--- config.mk ---
export PLATFORM = sky130hd
export DESIGN_NAME = ipif_register_bank
export DESIGN_NICKNAME = d
export VERILOG_FILES = /design/src/rtl/ipif_register_bank.sv
export SDC_FILE = /design/constraint.sdc
export NUM_CORES = 1
export LEC_CHECK = 0
export ABC_CLOCK_PERIOD_IN_PS = 6150
export BUFFER_PORTS_ARGS = -buffer_cell sky130_fd_sc_hd__buf_2
export CORE_AREA = 2 2 242 244
export DETAILED_ROUTE_END_ITERATION = 6
export DIE_AREA = 0 0 244 246
export PLACE_DENSITY = 0.41
export SYNTH_ARGS = -nofsm -noshare
export SYNTH_HDL_FRONTEND = slang
export SYNTH_SLANG_ARGS = --single-unit
--- constraint.sdc ---
create_clock -name clk -period 6.15 [get_ports clk]
set_input_delay 0.615 -clock clk [delete_from_list [all_inputs] [get_ports clk]]
set_output_delay 0.615 -clock clk [all_outputs]
set_load 0.01 [all_outputs]
--- src/rtl/ipif_register_bank.sv ---
// ipif_register_bank
//
// Maps N_REG words of IPIF register space onto a flat parameter vector for
// user logic. Each bit belongs to one class, resolved with the priority
// RO > W1C > SELF_RESET > RW:
//   RW         : written with byte enables; optionally via a shadow copy that
//                is applied to the active copy on commit_in
//   SELF_RESET : written like RW (never shadowed); reverts to DEFAULTS once
//                parameters_in disagrees with DEFAULTS
//   RO         : parameters_out holds DEFAULTS, reads return status_in
//   W1C        : sticky, set by event_in, cleared by writing 1
//
// Handshake: a write (read) is accepted in any cycle where some wrce (rdce)
// bit is set and wrack (rdack) is low. The ack is registered, so it is high
// for exactly the cycle after acceptance; a chip enable still held during
// that ack cycle is ignored, giving one action and one ack per transfer.
// Error is registered alongside the ack and is never high without an ack.
//
// Ports:
//   clk, reset            clock, asynchronous active-high reset
//   IPIF_bus2ip_addr      byte address (decoded only when USE_ONEHOT_READ=0)
//   IPIF_bus2ip_data/_be  write data and byte enables
//   IPIF_bus2ip_rdce/wrce per-register read/write chip enables
//   IPIF_ip2bus_data      registered read data
//   IPIF_ip2bus_rdack/wrack/error  single-cycle acks and error flag
//   parameters_out        register contents, word i at [i*W +: W]
//   parameters_in         readback of RW/self-reset bits
//   status_in             live values for RO bits
//   event_in              set pulses for W1C bits
//   commit_in             shadow -> active (SHADOWED=1)
module ipif_register_bank #(
    parameter int C_S_AXI_DATA_WIDTH = 32,
    parameter int C_S_AXI_ADDR_WIDTH = 32,
    parameter int N_REG              = 4,
    parameter int USE_ONEHOT_READ    = 1,
    parameter int SHADOWED           = 0,
    parameter logic [N_REG*C_S_AXI_DATA_WIDTH-1:0] DEFAULTS        = '0,
    parameter logic [N_REG*C_S_AXI_DATA_WIDTH-1:0] SELF_RESET_MASK = '0,
    parameter logic [N_REG*C_S_AXI_DATA_WIDTH-1:0] RO_MASK         = '0,
    parameter logic [N_REG*C_S_AXI_DATA_WIDTH-1:0] W1C_MASK        = '0
) (
    input  logic                                  clk,
    input  logic                                  reset,
    input  logic [C_S_AXI_ADDR_WIDTH-1:0]         IPIF_bus2ip_addr,
    input  logic [C_S_AXI_DATA_WIDTH-1:0]         IPIF_bus2ip_data,
    input  logic [C_S_AXI_DATA_WIDTH/8-1:0]       IPIF_bus2ip_be,
    input  logic [N_REG-1:0]                      IPIF_bus2ip_rdce,
    input  logic [N_REG-1:0]                      IPIF_bus2ip_wrce,
    output logic [C_S_AXI_DATA_WIDTH-1:0]         IPIF_ip2bus_data,
    output logic                                  IPIF_ip2bus_rdack,
    output logic                                  IPIF_ip2bus_wrack,
    output logic                                  IPIF_ip2bus_error,
    output logic [N_REG*C_S_AXI_DATA_WIDTH-1:0]   parameters_out,
    input  logic [N_REG*C_S_AXI_DATA_WIDTH-1:0]   parameters_in,
    input  logic [N_REG*C_S_AXI_DATA_WIDTH-1:0]   status_in,
    input  logic [N_REG*C_S_AXI_DATA_WIDTH-1:0]   event_in,
    input  logic                                  commit_in
);

    localparam int W  = C_S_AXI_DATA_WIDTH;
    localparam int NB = W / 8;
    localparam int PW = N_REG * W;
    localparam int AW = C_S_AXI_ADDR_WIDTH;
    localparam int IW = (N_REG > 1) ? $clog2(N_REG) : 1;

    // Exclusive bit classes after applying the precedence order.
    localparam logic [PW-1:0] RO_M  = RO_MASK;
    localparam logic [PW-1:0] W1C_M = W1C_MASK & ~RO_MASK;
    localparam logic [PW-1:0] SR_M  = SELF_RESET_MASK & ~RO_MASK & ~W1C_MASK;
    localparam logic [PW-1:0] RW_M  = ~(RO_M | W1C_M | SR_M);

    // ------------------------------------------------------------------
    // State
    // ------------------------------------------------------------------
    logic [PW-1:0] active_q, active_d;
    logic [PW-1:0] shadow_q, shadow_d;
    logic [PW-1:0] sticky_q, sticky_d;
    logic [W-1:0]  rdata_q,  rdata_d;
    logic          rdack_q, wrack_q, err_q, err_d;

    // ------------------------------------------------------------------
    // Decode
    // ------------------------------------------------------------------
    function automatic logic [IW-1:0] ce_index(input logic [N_REG-1:0] ce);
        logic [IW-1:0] idx;
        idx = '0;
        for (int i = 0; i < N_REG; i++) begin
            if (ce[i]) idx = IW'(i);
        end
        return idx;
    endfunction

    function automatic logic multi_hot(input logic [N_REG-1:0] ce);
        return (ce & (ce - N_REG'(1))) != '0;
    endfunction

    logic [AW-1:0] addr_word;
    logic          addr_oor;
    logic          wr_acc, rd_acc;
    logic          wr_err, rd_err;
    logic          wr_go;
    logic [IW-1:0] wr_idx, rd_idx;

    assign addr_word = IPIF_bus2ip_addr >> 2;
    assign addr_oor  = addr_word >= AW'(N_REG);

    assign wr_acc = (|IPIF_bus2ip_wrce) & ~wrack_q;
    assign rd_acc = (|IPIF_bus2ip_rdce) & ~rdack_q;

    always_comb begin
        if (USE_ONEHOT_READ != 0) begin
            wr_idx = ce_index(IPIF_bus2ip_wrce);
            rd_idx = ce_index(IPIF_bus2ip_rdce);
            wr_err = multi_hot(IPIF_bus2ip_wrce);
            rd_err = multi_hot(IPIF_bus2ip_rdce);
        end else begin
            wr_idx = addr_word[IW-1:0];
            rd_idx = addr_word[IW-1:0];
            wr_err = addr_oor;
            rd_err = addr_oor;
        end
    end

    assign wr_go = wr_acc & ~wr_err;

    // ------------------------------------------------------------------
    // Write mask: all bits of the enabled bytes of the target word
    // ------------------------------------------------------------------
    logic [PW-1:0] wr_bits;
    logic [PW-1:0] wdata_rep;

    assign wdata_rep = {N_REG{IPIF_bus2ip_data}};

    always_comb begin
        wr_bits = '0;
        for (int i = 0; i < N_REG; i++) begin
            for (int b = 0; b < NB; b++) begin
                if (wr_go && wr_idx == IW'(i) && IPIF_bus2ip_be[b])
                    wr_bits[i*W + b*8 +: 8] = 8'hFF;
            end
        end
    end

    // ------------------------------------------------------------------
    // Next state for register bits
    // ------------------------------------------------------------------
    logic [PW-1:0] sr_rev, sr_hold, sr_new, rw_new;

    always_comb begin
        // Self-reset bits revert wherever the user logic reports a value
        // differing from the default; a write to the byte takes priority.
        sr_rev  = SR_M & (parameters_in ^ DEFAULTS);
        sr_hold = (active_q & ~sr_rev) | (DEFAULTS & sr_rev);
        sr_new  = (sr_hold & ~wr_bits) | (wdata_rep & wr_bits);

        if (SHADOWED != 0) begin
            // Commit uses the shadow value from before this cycle's write.
            rw_new   = commit_in ? shadow_q : active_q;
            shadow_d = (shadow_q & ~wr_bits) | (wdata_rep & wr_bits);
        end else begin
            rw_new   = (active_q & ~wr_bits) | (wdata_rep & wr_bits);
            shadow_d = shadow_q;
        end

        active_d = (rw_new & RW_M) | (sr_new & SR_M) | (DEFAULTS & ~(RW_M | SR_M));

        // Set wins over a same-cycle clear.
        sticky_d = ((sticky_q & ~(wr_bits & wdata_rep)) | event_in) & W1C_M;
    end

    // ------------------------------------------------------------------
    // Read path
    // ------------------------------------------------------------------
    logic [PW-1:0] rd_view;
    logic [W-1:0]  rd_word;

    assign rd_view = (status_in & RO_M) | (sticky_q & W1C_M)
                   | (parameters_in & ~(RO_M | W1C_M));

    always_comb begin
        rd_word = '0;
        for (int i = 0; i < N_REG; i++) begin
            if (rd_idx == IW'(i)) rd_word = rd_view[i*W +: W];
        end
        rdata_d = (rd_acc && !rd_err) ? rd_word : '0;
        err_d   = (rd_acc & rd_err) | (wr_acc & wr_err);
    end

    // ------------------------------------------------------------------
    // Registers
    // ------------------------------------------------------------------
    always_ff @(posedge clk or posedge reset) begin
        if (reset) begin
            active_q <= DEFAULTS;
            shadow_q <= DEFAULTS;
            sticky_q <= '0;
            rdata_q  <= '0;
            rdack_q  <= 1'b0;
            wrack_q  <= 1'b0;
            err_q    <= 1'b0;
        end else begin
            active_q <= active_d;
            shadow_q <= shadow_d;
            sticky_q <= sticky_d;
            rdata_q  <= rdata_d;
            rdack_q  <= rd_acc;
            wrack_q  <= wr_acc;
            err_q    <= err_d;
        end
    end

    assign parameters_out    = (active_q & (RW_M | SR_M)) | (DEFAULTS & RO_M)
                             | (sticky_q & W1C_M);
    assign IPIF_ip2bus_data  = rdata_q;
    assign IPIF_ip2bus_rdack = rdack_q;
    assign IPIF_ip2bus_wrack = wrack_q;
    assign IPIF_ip2bus_error = err_q;

endmodule

==> results.toml <==
[timing]
setup_slack_ps = 4047
final_max_slew_viol_count = 0
worst_hold_slack_ps = 305.9
finClkSkew_ps = 14.41
hold_viol_final = 0
setup_viol = 0
period_needed_ps = 2103
setup_tns_ps = 0
slew_headroom_pct = 45.48
rsz0062_at_grt = "no"
fmax_mhz = 475.6
period_share_pct = 34.19
tightest_slew_ps = 817.8

[yosys]
synth-seq-cells = 163
synth.avg_cell_area_um2 = 12.71
async_flop_share_pct = 100.0
synth_seq_area_share_pct = 58.22
synth_fp_nets = 1014
yosys.area.top_type = "dfrtp_1"
synth_area_um2 = 7005
synth_edf_count = 0
synth-main-ff-cell = "dfrtp_1"
yosys-top-cells-count = "dfrtp_1 (163), mux2_2 (142), a21oi_1 (55), inv_1 (33)"
synth.most_common_cell = "dfrtp_1"
synth_area_leaders = "dfrtp_1 (58%), mux2_2 (23%), a21oi_1 (3.9%)"
synth.top_cell.area_share_pct = 58.22
synth_warnings = 0
postSynthCellCount = 551
synth.distinct_cells = 24

[layout]
layout.nets = 1348
fillers = 6396
area_delta_synth_final_pct = 45.90
final_area_um2 = 10220
drive_gt1_share_pct = 59.80

[die]
rows = 88
die_y_um = 246
start_util_pct = 12.21
die_w_um = 244
ios = 626
core_area_um2 = 57370
dieArea_um2 = 60020

[setup_path]
startpoint_type = "input port"
crit_required_ps = 6480
rr_startpoint = "IPIF_ip2bus_wrack"
critPathLaunch = "IPIF_bus2ip_rdce[1]"
critical_path_class = "in -> reg"
cp-end-kind = "register"
cp.arrival_ps = 2430
crit_fanout = 37
worstRegToRegCells = 3
rrSetupSlack_ps = 4380

[route]
dr.pass1.iters = 4
drc = 0
wire_per_inst_um = 15.04
postRouteWirelength_um = 25030
drt-initial-drc-count = 208
vias_per_cell = 3.355
ant_nets = 0
vias = 5582

[cts]
postCtsSetupBuffers = 0
clk_pin_slew_worst_paths_ps = 70
htree_levels = 4
cts_buffer_depth = 2
cts.sink_count = 163
root_buffer = "clkbuf_16"
cts-buffers-inserted = 17
cts_resized = 0
hold_buffers = 0
cts_tree = "built"
clkLatencyLatePin_ps = 470

[placement]
dp_hpwl_um = 19080
io_buffers = 336
place_congestion = 0.8113
pre_cts_slack_ps = 3457
placed_cell_area_um2 = 9598

[power_and_ir_drop]
ir_drop_v = 0.0002093
leakagePower_uw = 0.005109
p_per_area_nw_per_um2 = 329.1

[grt]
grt_pass1_wl_um = 36710
gr-total-overflow = 0
antenna_found_initial = 0
grt_max_degree = 110
grt_pass1_vias = 5814
track_usage_pct = 8.495

[hold_path]
holdCritPathClass = "in -> async"

[flow_run]
maxCapViolations = 0

[run_status]
status = "finished, final reports clean"
layout by cell type (no fill, tap or decap):
cell type / instances
inv_1: 32
dfrtp_1: 163
xnor2_1: 1
o31ai_1: 1
buf_2: 336
inv_8: 2
nor2_1: 22
clkinv_4: 4
mux2_2: 142
o21a_1: 1
nor2b_1: 5
a21oi_1: 55
nor3b_1: 2
clkinvlp_4: 1
o31ai_4: 1
mux2_1: 8
buf_4: 5
or3_1: 2
nand2_1: 22
clkbuf_16: 17
o211ai_1: 1
o21ai_0: 22
clkbuf_8: 4
bufinv_16: 2
inv_6: 3
nor3_1: 12
nand2_2: 16
a221oi_1: 9
diode_2: 1
nor4_1: 1
maj3_1: 2
nor4b_4: 4
final cells by class:
class | count | area, um2 | area share (%)
Tap cell | 765 | 957.2 | 9.365
Clock buffer | 21 | 480.5 | 4.701
Multi-Input combinational cell | 329 | 2711 | 26.53
Antenna cell | 1 | 2.502 | 0.02448
Inverter | 33 | 131.4 | 1.285
Clock inverter | 11 | 140.1 | 1.371
Sequential cell | 163 | 4079 | 39.91
Timing Repair Buffer | 341 | 1719 | 16.82
where the power goes:
group / switching [uW] / leakage (uW) / internal [uW] / total, uW
clock network: 488 / 0.000303 / 650 / 1140
logic: 416 / 0.00270 / 390 / 807
registers: 111 / 0.00210 / 1310 / 1420
cells by family after synthesis:
kind of cell               Yosys count  synth area share [%]
DFF                                163                 58.22
muxes                              150                 24.11
AOI/OAI and AO/OA                   90                 7.055
and+or+nand+nor                     86                 6.930
buffers and inverters               59                 3.268
adders and majority gates            2                0.2858
xor gates and xnor gates             1                0.1250
metrics by stage:
step	power, uW	instances	utilization, %
global route	3575	1663	17.81
CTS	3459	1663	17.81
detailed placement	2263	1631	16.73
global placement	2255	1631	16.73
floorplan	1839	551	-
finish	3363	1664	17.82
how the worst max path moves through the flow:
stage	to	slack, ps	cells after the start
finish	IPIF_ip2bus_data[15]	4050	7
global route	IPIF_ip2bus_data[15]	3900	7
CTS	IPIF_ip2bus_data[15]	4010	7
detailed placement	IPIF_ip2bus_data[15]	3460	7
global placement	IPIF_ip2bus_data[15]	3460	7
floorplan	IPIF_ip2bus_data[0]	1130	1
worst max-delay path, cell delays in order:
cell and delay [ps]:
buf_2 90, buf_4 270, or3_1 410, a21oi_1 260, o31ai_4 100, buf_4 270, nor3_1 400
layer usage:
| metal | track usage, % | up-vias | part of all wire [%] |
|---|---|---|---|
| met4 | 4.340 | 0 | 2.9 |
| met3 | 3.617 | 31 | 9.0 |
| met1 | 10.03 | 2662 | 43 |
| met2 | 13.14 | 282 | 45 |
| met5 | 0 | - | 0 |
| li1 | - | 2607 | - |
Note: power is estimated with default switching activity, not from simulation.
